## src/rtl/cpu_simple_fetch.sv

```systemverilog
// cpu_simple_fetch: instruction fetch stage feeding the cpu_simple decode/execute core.
// Holds the PC and a small writable instruction memory, and presents one registered
// instruction per cycle on a valid/ready handshake. Branch redirects come from execute,
// and fetching stops on the HALT opcode.
// Optional feature: define CPU_SIMPLE_FETCH_PERF_EN to build the saturating accepted-
// instruction counter on fetch_count. Without it, fetch_count is tied to zero.
module cpu_simple_fetch #(
   parameter int unsigned            PC_W     = 4,
   parameter int unsigned            INSTR_W  = 8,
   parameter logic [PC_W-1:0]        RESET_PC = '0,
   parameter logic [INSTR_W-1:0]     HALT_OP  = INSTR_W'(8'hFF)
) (
   input  logic                clk,
   input  logic                rst,
   input  logic                load_en,
   input  logic [PC_W-1:0]     load_addr,
   input  logic [INSTR_W-1:0]  load_data,
   input  logic                br_taken,
   input  logic [PC_W-1:0]     br_target,
   input  logic                instr_ready,
   output logic                instr_valid,
   output logic [INSTR_W-1:0]  instr,
   output logic [PC_W-1:0]     instr_pc,
   output logic [PC_W-1:0]     out_PC,
   output logic                halted,
   output logic [15:0]         fetch_count
);

   localparam int unsigned DEPTH = 1 << PC_W;

   typedef enum logic {
      S_RUN    = 1'b0,
      S_HALTED = 1'b1
   } state_t;

   state_t               r_state;
   logic [PC_W-1:0]      r_pc;
   logic [INSTR_W-1:0]   r_instr;
   logic [PC_W-1:0]      r_instr_pc;
   logic                 r_valid;
   logic [INSTR_W-1:0]   r_mem [DEPTH];

   state_t               w_state_nxt;
   logic [PC_W-1:0]      w_pc_nxt;
   logic [INSTR_W-1:0]   w_instr_nxt;
   logic [PC_W-1:0]      w_instr_pc_nxt;
   logic                 w_valid_nxt;
   logic [PC_W-1:0]      w_fetch_addr;
   logic [INSTR_W-1:0]   w_fetch_word;
   logic                 w_do_fetch;
   logic                 w_slot_free;

   assign w_slot_free = !r_valid || instr_ready;

   // Program-load port; the memory is deliberately not reset so a program survives rst.
   always_ff @(posedge clk) begin
      if (load_en) begin
         r_mem[load_addr] <= load_data;
      end
   end

   // State and fetch-output registers.
   always_ff @(posedge clk or posedge rst) begin
      if (rst) begin
         r_state    <= S_RUN;
         r_pc       <= RESET_PC;
         r_instr    <= '0;
         r_instr_pc <= '0;
         r_valid    <= 1'b0;
      end else begin
         r_state    <= w_state_nxt;
         r_pc       <= w_pc_nxt;
         r_instr    <= w_instr_nxt;
         r_instr_pc <= w_instr_pc_nxt;
         r_valid    <= w_valid_nxt;
      end
   end

   // Next-state logic: load beats redirect beats sequential fetch; halted only waits.
   always_comb begin
      w_state_nxt    = r_state;
      w_pc_nxt       = r_pc;
      w_instr_nxt    = r_instr;
      w_instr_pc_nxt = r_instr_pc;
      w_valid_nxt    = r_valid;
      w_fetch_addr   = r_pc;
      w_fetch_word   = '0;
      w_do_fetch     = 1'b0;

      if (load_en) begin
         // Memory write cycle: never fetch, so a same-address read can't race the write.
         if (br_taken) begin
            w_pc_nxt    = br_target;
            w_valid_nxt = 1'b0;
            w_state_nxt = S_RUN;
         end else if (instr_ready) begin
            w_valid_nxt = 1'b0;
         end
      end else if (br_taken) begin
         w_fetch_addr = br_target;
         w_do_fetch   = 1'b1;
      end else if (r_state == S_RUN && w_slot_free) begin
         w_do_fetch = 1'b1;
      end else if (r_state == S_HALTED && instr_ready) begin
         w_valid_nxt = 1'b0;
      end

      if (w_do_fetch) begin
         w_fetch_word   = r_mem[w_fetch_addr];
         w_instr_nxt    = w_fetch_word;
         w_instr_pc_nxt = w_fetch_addr;
         w_valid_nxt    = 1'b1;
         w_pc_nxt       = w_fetch_addr + PC_W'(1);
         w_state_nxt    = (w_fetch_word == HALT_OP) ? S_HALTED : S_RUN;
      end
   end

`ifdef CPU_SIMPLE_FETCH_PERF_EN
   logic [15:0] r_fetch_count;
   logic        w_accept;

   assign w_accept = r_valid && instr_ready;

   // Saturating count of instructions accepted by decode.
   always_ff @(posedge clk or posedge rst) begin
      if (rst) begin
         r_fetch_count <= 16'h0000;
      end else if (w_accept && r_fetch_count != 16'hFFFF) begin
         r_fetch_count <= r_fetch_count + 16'h0001;
      end
   end

   assign fetch_count = r_fetch_count;
`else
   assign fetch_count = 16'h0000;
`endif

   assign instr_valid = r_valid;
   assign instr       = r_instr;
   assign instr_pc    = r_instr_pc;
   assign out_PC      = r_pc;
   assign halted      = (r_state == S_HALTED);

endmodule

```

## config.mk

```make
export PLATFORM = sky130hd
export DESIGN_NAME = cpu_simple_fetch
export DESIGN_NICKNAME = d
export VERILOG_FILES = /design/src/rtl/cpu_simple_fetch.sv
export SDC_FILE = /design/constraint.sdc
export NUM_CORES = 1
export LEC_CHECK = 0
export ABC_AREA = 1
export CAP_MARGIN = 40
export CORE_ASPECT_RATIO = 0.6
export CORE_MARGIN = 2
export CORE_UTILIZATION = 35
export CTS_CLUSTER_SIZE = 16
export DETAILED_ROUTE_END_ITERATION = 8
export RECOVER_POWER = 25
export SLEW_MARGIN = 20
export SYNTH_ARGS = -nofsm -noshare
export SYNTH_HDL_FRONTEND = slang
export SYNTH_SLANG_ARGS = --single-unit
```

## constraint.sdc

```tcl
create_clock -name clk -period 2 [get_ports clk]
set_clock_uncertainty 0.2 [all_clocks]
set_input_delay 0.4 -clock clk [delete_from_list [all_inputs] [get_ports clk]]
set_output_delay 0.4 -clock clk [all_outputs]
set_load 0.02 [all_outputs]
```

==> results.cfg <==
[yosys]
synth_async_sr_flop_share = 0.123
seq_area_frac_synth = 0.669
postSynthCellCount = 615
post-synth-top-area-cell = edfxtp_1
synth_top_cells_by_area = edfxtp_1, nand2_1, nand3_1, dfrtp_1, nor2_1
synth_top_cell_area_share = 0.599
synthesis.area_um2 = 6420
yosysWarnings = 0
synthesized_area_per_cell_um2 = 10.4
ys.flop_type = edfxtp_1
synth_enable_flop_cells = 128
yosys.cell_types.count = 27
postSynthRegisterBits = 146

[global_route]
track_usage = 0.193
via_count_of_the_first_global_routing_pass = 4742
grt_remaining_overflow = 0
grt_antenna_before_repair = 0
grt_pass1_wl_um = 27400
maximum_number_of_pins_on_one_net_before_global_route_repair = 23

[cts]
cts.clk_slew.worst_paths_ns = 0.06
worst_skew_pair.late_latency_ns = 0.42
ctsHoldBuffers = 0
tritoncts.num_buffers = 17
h-tree-depth = 4
cts-root-buf = clkbuf_16
clock_sink_count = 146
tritoncts = done
max_root_sink_buffers = 2

[status]
outcome = complete, but fails checks
violations = negative setup slack

[timing]
fin_worst_hold_slack_ns = 0.283
report.final.hold_viol_count = 0
timing.slew.headroom = 0.270
timing.final.crit_period_ns = 2.16
setup_repair_after_global_routing_missed_its_margin = yes
setup-tns-final_ns = -0.312
layout_worst_path_cycle_share = 1.08
setup_viol = 4
worst_slew_pin_slew_ns = 1.09
highest_achievable_clock_rate_mhz = 462
final.setup.worst_slack_ns = -0.163
drv_slew = 0

[min_path]
holdCritPathClass = reg2reg
worstHoldPathCells = 2

[finish]
nets = 754
layout_overhead_on_the_synthesized_area_pct = 33.9
final_common_cell = nand2_1
num_antenna_cells = 0
drive_above_1_share = 0.220
mostFrequentLayoutCells = nand2_1, edfxtp_1, nand3_1

[routing]
detailroute.via_count = 4894
remaining_drc_errors = 0
detail_route.iter0.violations = 623
drt-total-wl_um = 17800
detail_route.vias_per_cell = 4.97
routedWlPerCell_um = 18.1
route.antenna.remaining_nets = 0
drt-pass1-iter-count = 5

[floorplan]
io-pin-count = 55
die_height_um = 109
core.rowCount = 38
design.die.area_um2 = 19500
initial_core_util = 0.356
die_w_um = 179
design.core.area_um2 = 18000

[power]
static_leakage_power_nw = 3.61
power.internal_w = 0.00631
vdd_drop_max_mv = 0.645
power.density_cell_area_nw_per_um2 = 1020
net-switching-power_w = 0.00246
sw_frac_of_total = 0.280
sequential_fraction_of_design_power = 0.401
pwr-share-clk = 0.386
power.share.combinational = 0.213

[worst_setup_path]
critPathKind = reg2reg
critPathCaptureType = flip-flop
cp-start-kind = flip-flop
worst_ep_arrival_time_ns = 2.32
ff2ff_path_depth = 14
timing.critical_path.fanout_max = 7
worst_ep_required_time_ns = 2.15

[place]
gpl.final_weighted_congestion = 0.875
hpwlAfterDp_um = 11500
io_buffer_count = 38

[flow_run]
maxCapViolations = 0
[synthesized netlist by cell type, types with 2 or more instances]
cell	n
nand3b_1	2
clkbuf_1	3
buf_6	3
nand2_2	3
nand3_2	3
inv_2	4
o21ai_0	12
inv_1	47
buf_2	13
nand3_1	101
dfrtp_1	18
edfxtp_1	128
nor2_1	58
nor2_4	2
nand2_1	185
a21oi_2	2
buf_4	21
[layout make-up]
| type | instances | area [um^2] |
|---|---|---|
| Fill cell | 1608 | 9420 |
| Sequential cell | 146 | 4290 |
| Multi-Input combinational cell | 394 | 1940 |
| Timing Repair Buffer | 122 | 1260 |
| Clock buffer | 19 | 433 |
| Tap cell | 240 | 300 |
| Inverter | 51 | 191 |
| Clock inverter | 13 | 185 |
[state kept, by name (all words and copies together) (netlist names)]
name,flops
halted,1
instr,8
instr_pc,4
instr_valid,1
out_PC,4
r_mem,128
[per-stage QoR]
step	instances	power, W	setup WS (ns)	util	cell area [um^2]
4_1_cts	982	0.00872	-0.148	0.471	8490
5_1_grt	985	0.00907	-0.289	0.477	8600
3_3_place_gp	938	0.00514	-0.903	0.417	7520
2_1_floorplan	630	0.00445	0.0575	-	6480
6_report	985	0.00877	-0.163	0.477	8600
3_5_place_dp	938	0.00515	-0.939	0.417	7520
[path summary, 6_finish.rpt]
kind | slack [ns] | endpoint | startpoint
max reg2reg | -0.16 | halted | out_PC[0]
min | 0.28 | instr[0] | instr[0]
min in group asynchronous | 0.56 | instr[5] | rst
max in group asynchronous | 0.37 | instr[0] | rst
max | -0.16 | halted | out_PC[0]
min reg2reg | 0.28 | instr[0] | instr[0]
[kinds of logic (layout without fill, tap and decap cells)]
family,count (synthesis),after routing,share of synthesized area
compound gates,17,17,0.0152
xor+xnor,1,1,0.00136
fa+ha+maj,1,1,0.00195
buf+inv,91,205,0.0715
flops,146,146,0.669
other cells,1,16,0.000584
simple gates,358,359,0.241
[worst max-delay path, cell delays in order, from the launching register on]
cell and delay (ns):
dfrtp_1 0.42, inv_1 0.14, nand2_2 0.11, nand3_4 0.10, nand2_8 0.11, buf_12 0.17, nand2_1 0.08, nand3_2 0.08
nand3_1 0.11, nor2_1 0.06, nor2_1 0.14, nand2_1 0.08, nor2_1 0.12, nand3_1 0.09, nand2_1 0.07
[routing by layer]
| metal | up-vias | track usage | wire, um |
|---|---|---|---|
| li1 | 2264 | - | - |
| met1 | 2394 | 0.294 | 8430 |
| met2 | 218 | 0.278 | 7720 |
| met3 | 18 | 0.0429 | 1480 |
| met4 | 0 | 0.0494 | 172 |
| met5 | - | 0 | 0 |
[power groups by stage]
stage | Sequential, W | Clock [W] | Combinational [W]
finish | 0.00352 | 0.00338 | 0.00187
detailed placement | 0.00358 | 0 | 0.00157
CTS | 0.00352 | 0.00340 | 0.00180
floorplan | 0.00367 | 0 | 0.000776
global route | 0.00353 | 0.00352 | 0.00201
global placement | 0.00358 | 0 | 0.00156
[what timing repair did]
item / 4_1_cts / 5_1_grt
hold endpoints to repair: 0 / 0
setup endpoints to repair: 21 / 20
setup buffers: 6 / 4
pin swaps: 19 / 9
resized for setup: 50 / 33
cloned: 6 / 0
No activity file was read; power rests on OpenSTA's default activity.
